--- src/rtl/ahb_slave_response_mux_if.sv ---
// Bus bundle between the AHB response mux and its four slaves, address decoder and master.
// The slave modport is the mux's view; the master modport drives the mux's inputs.
interface ahb_slave_response_mux_if #(
  parameter int unsigned DATA_WIDTH = 32
);
  logic [1:0]            Multiplexor_SEL;
  logic                  SEL_VALID;
  logic [1:0]            HTRANS;
  logic [DATA_WIDTH-1:0] HRDATA_1;
  logic [DATA_WIDTH-1:0] HRDATA_2;
  logic [DATA_WIDTH-1:0] HRDATA_3;
  logic [DATA_WIDTH-1:0] HRDATA_4;
  logic                  HREADYOUT_1;
  logic                  HREADYOUT_2;
  logic                  HREADYOUT_3;
  logic                  HREADYOUT_4;
  logic                  HRESP_1;
  logic                  HRESP_2;
  logic                  HRESP_3;
  logic                  HRESP_4;
  logic [DATA_WIDTH-1:0] HRDATA;
  logic                  HREADY;
  logic                  HRESP;

  modport slave (
    input  Multiplexor_SEL, SEL_VALID, HTRANS,
    input  HRDATA_1, HRDATA_2, HRDATA_3, HRDATA_4,
    input  HREADYOUT_1, HREADYOUT_2, HREADYOUT_3, HREADYOUT_4,
    input  HRESP_1, HRESP_2, HRESP_3, HRESP_4,
    output HRDATA, HREADY, HRESP
  );

  modport master (
    output Multiplexor_SEL, SEL_VALID, HTRANS,
    output HRDATA_1, HRDATA_2, HRDATA_3, HRDATA_4,
    output HREADYOUT_1, HREADYOUT_2, HREADYOUT_3, HREADYOUT_4,
    output HRESP_1, HRESP_2, HRESP_3, HRESP_4,
    input  HRDATA, HREADY, HRESP
  );
endinterface

--- src/rtl/ahb_slave_response_mux.sv ---
// AHB return-path mux: registers the decoder select for the data phase and routes one of four
// slaves back to the master; unmapped transfers get a two-cycle ERROR from the built-in default slave.
module ahb_slave_response_mux #(
  parameter int unsigned SLAVE_NUM  = 4,
  parameter int unsigned DATA_WIDTH = 32
) (
  input logic                   HCLK,
  input logic                   HRESET,
  ahb_slave_response_mux_if.slave bus
);

  localparam int unsigned SEL_W = $clog2(SLAVE_NUM);

  typedef enum logic [1:0] {
    DS_IDLE,
    DS_ERR1,
    DS_ERR2
  } ds_state_t;

  logic [SEL_W-1:0]      dp_sel;
  logic                  dp_act;
  logic                  dp_def;
  ds_state_t             ds_state;
  logic                  ds_ready;
  logic                  ds_resp;

  logic [DATA_WIDTH-1:0] sl_data;
  logic                  sl_ready;
  logic                  sl_resp;
  logic [DATA_WIDTH-1:0] hrdata;
  logic                  hready;
  logic                  hresp;
  logic                  unmapped_req;
  logic                  unused_ok;

  assign unused_ok    = bus.HTRANS[0];
  assign unmapped_req = hready & bus.HTRANS[1] & ~bus.SEL_VALID;

  // Address phase is captured only on edges that complete the current data phase.
  always_ff @(posedge HCLK) begin
    if (HRESET) begin
      dp_sel <= '0;
      dp_act <= 1'b0;
      dp_def <= 1'b0;
    end else if (hready) begin
      dp_sel <= bus.Multiplexor_SEL;
      dp_act <= bus.HTRANS[1];
      dp_def <= bus.HTRANS[1] & ~bus.SEL_VALID;
    end
  end

  // Default slave: ERR1 always advances, so the ERROR response is never cut short.
  always_ff @(posedge HCLK) begin
    if (HRESET) begin
      ds_state <= DS_IDLE;
      ds_ready <= 1'b1;
      ds_resp  <= 1'b0;
    end else begin
      case (ds_state)
        DS_IDLE: begin
          if (unmapped_req) begin
            ds_state <= DS_ERR1;
            ds_ready <= 1'b0;
            ds_resp  <= 1'b1;
          end
        end
        DS_ERR1: begin
          ds_state <= DS_ERR2;
          ds_ready <= 1'b1;
          ds_resp  <= 1'b1;
        end
        DS_ERR2: begin
          if (unmapped_req) begin
            ds_state <= DS_ERR1;
            ds_ready <= 1'b0;
            ds_resp  <= 1'b1;
          end else begin
            ds_state <= DS_IDLE;
            ds_ready <= 1'b1;
            ds_resp  <= 1'b0;
          end
        end
        default: begin
          ds_state <= DS_IDLE;
          ds_ready <= 1'b1;
          ds_resp  <= 1'b0;
        end
      endcase
    end
  end

  always_comb begin
    sl_data  = bus.HRDATA_1;
    sl_ready = bus.HREADYOUT_1;
    sl_resp  = bus.HRESP_1;
    case (dp_sel)
      2'd1: begin
        sl_data  = bus.HRDATA_2;
        sl_ready = bus.HREADYOUT_2;
        sl_resp  = bus.HRESP_2;
      end
      2'd2: begin
        sl_data  = bus.HRDATA_3;
        sl_ready = bus.HREADYOUT_3;
        sl_resp  = bus.HRESP_3;
      end
      2'd3: begin
        sl_data  = bus.HRDATA_4;
        sl_ready = bus.HREADYOUT_4;
        sl_resp  = bus.HRESP_4;
      end
      default: begin
        sl_data  = bus.HRDATA_1;
        sl_ready = bus.HREADYOUT_1;
        sl_resp  = bus.HRESP_1;
      end
    endcase
  end

  always_comb begin
    hrdata = '0;
    hready = 1'b1;
    hresp  = 1'b0;
    if (dp_act) begin
      if (dp_def) begin
        hready = ds_ready;
        hresp  = ds_resp;
      end else begin
        hrdata = sl_data;
        hready = sl_ready;
        hresp  = sl_resp;
      end
    end
  end

  assign bus.HRDATA = hrdata;
  assign bus.HREADY = hready;
  assign bus.HRESP  = hresp;

endmodule

--- src/flat_wrapper.sv ---
// flat-port wrapper written by rule: the top's interface ports become plain ports
module ahb_slave_response_mux_flat 
#(
  parameter int unsigned SLAVE_NUM  = 4,
  parameter int unsigned DATA_WIDTH = 32
)
  (HCLK, HRESET, bus_Multiplexor_SEL, bus_SEL_VALID, bus_HTRANS, bus_HRDATA_1, bus_HRDATA_2, bus_HRDATA_3, bus_HRDATA_4, bus_HREADYOUT_1, bus_HREADYOUT_2, bus_HREADYOUT_3, bus_HREADYOUT_4, bus_HRESP_1, bus_HRESP_2, bus_HRESP_3, bus_HRESP_4, bus_HRDATA, bus_HREADY, bus_HRESP);
  ahb_slave_response_mux_if #(.DATA_WIDTH(DATA_WIDTH)) bus_i ();
  input logic HCLK;
  input logic HRESET;
  input wire logic [$bits(bus_i.Multiplexor_SEL)-1:0] bus_Multiplexor_SEL;
  input wire logic [$bits(bus_i.SEL_VALID)-1:0] bus_SEL_VALID;
  input wire logic [$bits(bus_i.HTRANS)-1:0] bus_HTRANS;
  input wire logic [$bits(bus_i.HRDATA_1)-1:0] bus_HRDATA_1;
  input wire logic [$bits(bus_i.HRDATA_2)-1:0] bus_HRDATA_2;
  input wire logic [$bits(bus_i.HRDATA_3)-1:0] bus_HRDATA_3;
  input wire logic [$bits(bus_i.HRDATA_4)-1:0] bus_HRDATA_4;
  input wire logic [$bits(bus_i.HREADYOUT_1)-1:0] bus_HREADYOUT_1;
  input wire logic [$bits(bus_i.HREADYOUT_2)-1:0] bus_HREADYOUT_2;
  input wire logic [$bits(bus_i.HREADYOUT_3)-1:0] bus_HREADYOUT_3;
  input wire logic [$bits(bus_i.HREADYOUT_4)-1:0] bus_HREADYOUT_4;
  input wire logic [$bits(bus_i.HRESP_1)-1:0] bus_HRESP_1;
  input wire logic [$bits(bus_i.HRESP_2)-1:0] bus_HRESP_2;
  input wire logic [$bits(bus_i.HRESP_3)-1:0] bus_HRESP_3;
  input wire logic [$bits(bus_i.HRESP_4)-1:0] bus_HRESP_4;
  output wire logic [$bits(bus_i.HRDATA)-1:0] bus_HRDATA;
  output wire logic [$bits(bus_i.HREADY)-1:0] bus_HREADY;
  output wire logic [$bits(bus_i.HRESP)-1:0] bus_HRESP;
  assign bus_i.Multiplexor_SEL = bus_Multiplexor_SEL;
  assign bus_i.SEL_VALID = bus_SEL_VALID;
  assign bus_i.HTRANS = bus_HTRANS;
  assign bus_i.HRDATA_1 = bus_HRDATA_1;
  assign bus_i.HRDATA_2 = bus_HRDATA_2;
  assign bus_i.HRDATA_3 = bus_HRDATA_3;
  assign bus_i.HRDATA_4 = bus_HRDATA_4;
  assign bus_i.HREADYOUT_1 = bus_HREADYOUT_1;
  assign bus_i.HREADYOUT_2 = bus_HREADYOUT_2;
  assign bus_i.HREADYOUT_3 = bus_HREADYOUT_3;
  assign bus_i.HREADYOUT_4 = bus_HREADYOUT_4;
  assign bus_i.HRESP_1 = bus_HRESP_1;
  assign bus_i.HRESP_2 = bus_HRESP_2;
  assign bus_i.HRESP_3 = bus_HRESP_3;
  assign bus_i.HRESP_4 = bus_HRESP_4;
  assign bus_HRDATA = bus_i.HRDATA;
  assign bus_HREADY = bus_i.HREADY;
  assign bus_HRESP = bus_i.HRESP;
  ahb_slave_response_mux #(.SLAVE_NUM(SLAVE_NUM), .DATA_WIDTH(DATA_WIDTH)) u_core (.HCLK(HCLK), .HRESET(HRESET), .bus(bus_i));
endmodule
--- config.mk ---
export PLATFORM = sky130hd
export DESIGN_NAME = ahb_slave_response_mux_flat
export DESIGN_NICKNAME = d
export VERILOG_FILES = /design/src/rtl/ahb_slave_response_mux_if.sv /design/src/rtl/ahb_slave_response_mux.sv /design/src/flat_wrapper.sv
export SDC_FILE = /design/constraint.sdc
export NUM_CORES = 1
export LEC_CHECK = 0
export ABC_AREA = 1
export BUFFER_PORTS_ARGS = -buffer_cell sky130_fd_sc_hd__buf_2
export CORE_MARGIN = 10
export CORE_UTILIZATION = 31
export CTS_CLUSTER_SIZE = 40
export DETAILED_ROUTE_END_ITERATION = 8
export HOLD_SLACK_MARGIN = 0.12
export PLACE_DENSITY = 0.89
export SLEW_MARGIN = 30
export SYNTH_ARGS = -nofsm -noshare
export SYNTH_HDL_FRONTEND = slang
export SYNTH_SLANG_ARGS = --single-unit
--- constraint.sdc ---
create_clock -name HCLK -period 1.5 [get_ports HCLK]
set_input_delay 0.15 -clock HCLK [delete_from_list [all_inputs] [get_ports HCLK]]
set_output_delay 0.15 -clock HCLK [all_outputs]
set_load 0.02 [all_outputs]
Yosys cells after proc, flatten, opt, wreduce, memory -nomap -nowiden
Cells that the tools add are included.
- bits in registers: 8
- word-level logic and storage cells: 35
- input port bits: 143
- output and inout bits: 34
- bitwise gates (word level): 4
- muxes and demuxes: 18
- equality and inequality tests: 6
- reduce and logical (&&, ||, !) cells: 1
- operators with widths (cell ; count):
    32-bit case mux with 3 select lines ; 1
    32-bit two-way mux ; 2
    1-bit two-way mux ; 9
    1-bit case mux with 3 select lines ; 3
    2-bit == test (second input constant) ; 3
    2-bit case mux with 3 select lines ; 1
    2-bit by 1-bit == test with 1-bit output (second input constant) ; 2
    1-bit AND ; 3
    2-bit zero test ; 1
    2-bit two-way mux ; 1
    2-bit by 1-bit != test with 1-bit output (second input constant) ; 1
    1-bit case mux with 2 select lines ; 1
    1-bit NOT ; 1

Depth between registers and ports, before layout
- depth in word-level cells: 8
- depth in mapped cells: 9
- mapped depth without buffers: 9

Least setup slack after synthesis
No wires, ideal clock.
- path type: reg2out
- from: register u_core.dp_def
- to: output port bus_HRDATA[22]
- cell stages (with the launch flop): 5
- path slack: 0.053 ns
- arrival: 1.297 ns
- cells stage by stage: dfxtp_1 > nor2_1 > clkbuf_1 > o21ai_0 > a31oi_1
- word-level cells in the longest chain between the ends: 2
- RTL lines (item ; line ; RTL):
    from (decl) ; ahb_slave_response_mux.sv:22 ; logic dp_def;
    from (signal assigned) ; ahb_slave_response_mux.sv:48 ; dp_def <= bus.HTRANS[1] & ~bus.SEL_VALID;
    32-bit two-way mux ; ahb_slave_response_mux.sv:125 ; if (dp_def) begin
    32-bit two-way mux ; ahb_slave_response_mux.sv:124 ; if (dp_act) begin
    to (decl) ; flat_wrapper.sv:26 ; output wire logic [$bits(bus_i.HRDATA)-1:0] bus_HRDATA;
No other way between the ends.

Worst setup path in the final report
- from: register u_core.dp_def
- to: output port bus_HREADY
- word-level cells in the longest chain between the ends: 2
- RTL lines (item ; line ; RTL):
    1-bit two-way mux ; ahb_slave_response_mux.sv:125 ;
    1-bit two-way mux ; ahb_slave_response_mux.sv:124 ;
    to (decl) ; flat_wrapper.sv:27 ; output wire logic [$bits(bus_i.HREADY)-1:0] bus_HREADY;
No other way between the ends.

==> impl_metrics.yaml <==
clock_tree:
  cts_max_path_buffers: 2
  htree_num_levels: 1
  numCtsBuffers: 3
  cts-root-buf: "clkbuf_8"
  clk_pin_slew_ns: 0.04
  clock_sinks: 8
  ctsHoldBuffers: 0
  clkLatencyLatePin_ns: 0.23
  cts_tree: "done"
setup_path:
  crit_buf_inv: 2
  r2r-start: "u_core.dp_def"
  cp-end-kind: "primary output"
  r2r-end: "u_core.ds_resp"
  r2r_cells: 5
  worstSetupPathType: "register to primary output"
  critPathMaxStageDelay_ns: 0.38
  crit_slowest_cell: "a21oi_1"
  start_kind: "register"
  endpoint: "bus_HREADY"
  crit_fanout: 6
  path_depth: 4
  rrSetupSlack_ns: 0.18
  cp.arrival_ns: 1.42
  cp-startpoint: "u_core.dp_def"
  worstPathRequired_ns: 1.35
  cp_top_family: "compound AO/OA/AOI/OAI gates"
  cp_cell_sequence: "buf_4 -> a21oi_1 -> nand2_4 -> buf_2"
sta:
  hold_viol_final: 0
  worst_pin_slew_ns: 0.458
  whs_ns: 0.172
  slew_headroom_pct: 69.5
  setup_slack_ns: -0.0746
  maxSlewViolCount: 0
  fin_skew_ns: 0.00398
  rsz0062_at_grt: "yes"
  finalCriticalPeriod_ns: 1.57
  clock.fmax_mhz: 635
  post-route-period-util_pct: 105
  setup_viol: 22
synthesis:
  synth_compound_area_share_pct: 45.7
  synthTopCellsByArea: "o21ai_0 26%, nand2_1 21%, a31oi_1 16%, dfxtp_1 13%, clkbuf_1 2.6%"
  syn_nets: 377
  synthTopCellsByCount: "73 x nand2_1, 66 x o21ai_0, 32 x a31oi_1"
  synth_cells: 234
  synth_cell_types: 22
  yosysMostFrequentCell: "nand2_1"
  synth_seq_cells: 8
  yosysSeqAreaShare_pct: 12.6
  syn_avg_cell_area_um2: 5.45
  synth-xor-area-share_pct: 0
  synthSimpleGateAreaFrac_pct: 33.4
  synth-edff-count: 0
  netlist.area_leader.share_pct: 25.9
  synth_top_cell_by_area: "o21ai_0"
  synth.area.mux_share_pct: 0
  synthAdderAreaFrac_pct: 0
  async_flop_share_pct: 0
  yosysWarnings: 0
  syn_area_um2: 1270
  synth_top_family_by_area: "compound AO/OA/AOI/OAI gates"
  synth-main-ff-cell: "dfxtp_1"
floorplanning:
  die-height_um: 84.1
  core_area_um2: 4000
  placementRows: 23
  dieArea_um2: 7080
  ios: 177
  die_w_um: 84.1
  start_util_pct: 31.9
global_routing:
  grt_use_met1_pct: 22.4
  met3_usage_pct: 7.25
  grt_pass1_vias: 2784
  met2_usage_pct: 40.2
  antenna_found_initial: 0
  grt_usage_pct: 21.7
  gr-total-overflow: 0
  grt_start_max_net_pins: 20
  grt_pass1_wl_um: 13200
  grt-busiest-layer: "met2"
placed_design:
  port_buffers: 175
  gp_congestion: 0.851
  pre_cts_slack_ns: 0.00869
  post-dp-hpwl_um: 6090
route:
  drc: 0
  ant_nets: 0
  first_pass_iters: 4
  wl_per_cell_um: 18.0
  via_per_inst: 5.37
  drtIter0Drc: 133
  routed_wl_um: 8380
  routed-via-count: 2507
layout:
  final_util_pct: 66.5
  syn2layout_area_growth_pct: 109
  num-nets-final: 562
  antenna_cells: 0
  drive_gt1_share_pct: 57.1
  multi_input_area_um2: 1130
  seq_area_um2: 169
  fillerInstances: 345
pwr:
  total_power_uw: 1390
  p_per_area_nw_per_um2: 523
  cellLeakagePower_uw: 0.00128
  ir_drop_mv: 0.631
min_path:
  min_path_cells: 3
  hold_class: "primary input to register"
run:
  maxCapViolCount: 0
run_status:
  status: "finished, violations left"
  violations: "negative setup slack"
-- report_power, final --
group | leakage (uW) | internal [uW] | total [uW] | switching, uW
logic | 0.00119 | 402 | 882 | 480
clock network | 0.0000216 | 174 | 262 | 88.1
registers | 0.0000675 | 229 | 247 | 17.9
-- kinds of logic after synthesis --
family,count (synthesis)
AOI/OAI and AO/OA,106
buffers and inverters,25
DFF,8
and+or+nand+nor,95
-- metal layers --
metal  up-vias  wire length, um
met4         0              182
met3        21              942
met5         -                0
li1       1196                -
met1      1123             2960
met2       167             4300
-- sequential cells by signal, indices dropped and copies added, names as in the netlist --
signal	flops
u_core.dp_sel	2
u_core.dp_def	1
u_core.dp_act	1
u_core.ds_resp	1
u_core.ds_state	2
u_core.ds_ready	1
-- repair_timing --
item                       in CTS  in global routing
pin swaps                       8                  3
setup endpoints to repair      35                 34
buffers inserted                2                  0
cloned                          3                  0
gates resized for setup        94                 26
-- placed cells by master, fill, tap and decap left out --
master    count
a21oi_1       4
a21oi_2       1
a31oi_1      26
a31oi_2       4
a31oi_4       2
buf_12        2
buf_2       142
buf_4        35
buf_6        16
buf_8         1
clkbuf_8      3
dfxtp_1       5
dfxtp_2       1
dfxtp_4       2
inv_1         4
inv_2         1
inv_4         1
inv_6         1
inv_8         1
nand2_1      67
nand2_2       9
nand2_4       3
nand2_8       1
nand3_1       4
nand3_2       3
nor2_1        4
nor2_4        5
o211ai_1      1
o21ai_0      36
o21ai_1      28
o21ai_2       3
o21bai_2      1
-- worst min path at each step --
stage / from / to / slack [ns]
finish: bus_Multiplexor_SEL[0] / u_core.dp_sel[0] / 0.17
global route: bus_Multiplexor_SEL[0] / u_core.dp_sel[0] / 0.17
CTS: bus_Multiplexor_SEL[0] / u_core.dp_sel[0] / 0.17
detailed placement: HRESET / u_core.dp_def / 0.41
global placement: HRESET / u_core.dp_def / 0.40
floorplan: HRESET / u_core.dp_def / 0.21
-- final cells by class --
class                   count  area share (%)
repair buffers            196            45.5
inverters                   8            1.69
well taps                  50            2.35
multi-input cells         202            42.6
flip-flops and latches      8            6.35
clock buffers               3            1.55
-- worst reg2reg max path, stage by stage (launching register included) --
cell and delay, ns:
dfxtp_1 0.33, buf_4 0.16, a21oi_1 0.38, nand2_4 0.14, nand3_2 0.12, o21ai_1 0.07
-- stage by stage --
stage,cells,area [um^2],TNS (ns)
2_1_floorplan,234,1270,0
3_3_place_gp,459,2280,0
3_5_place_dp,459,2280,0
4_1_cts,467,2600,-0.452
5_1_grt,467,2660,-3.04
6_report,467,2660,-0.839
No activity file was read; power rests on OpenSTA's default activity.
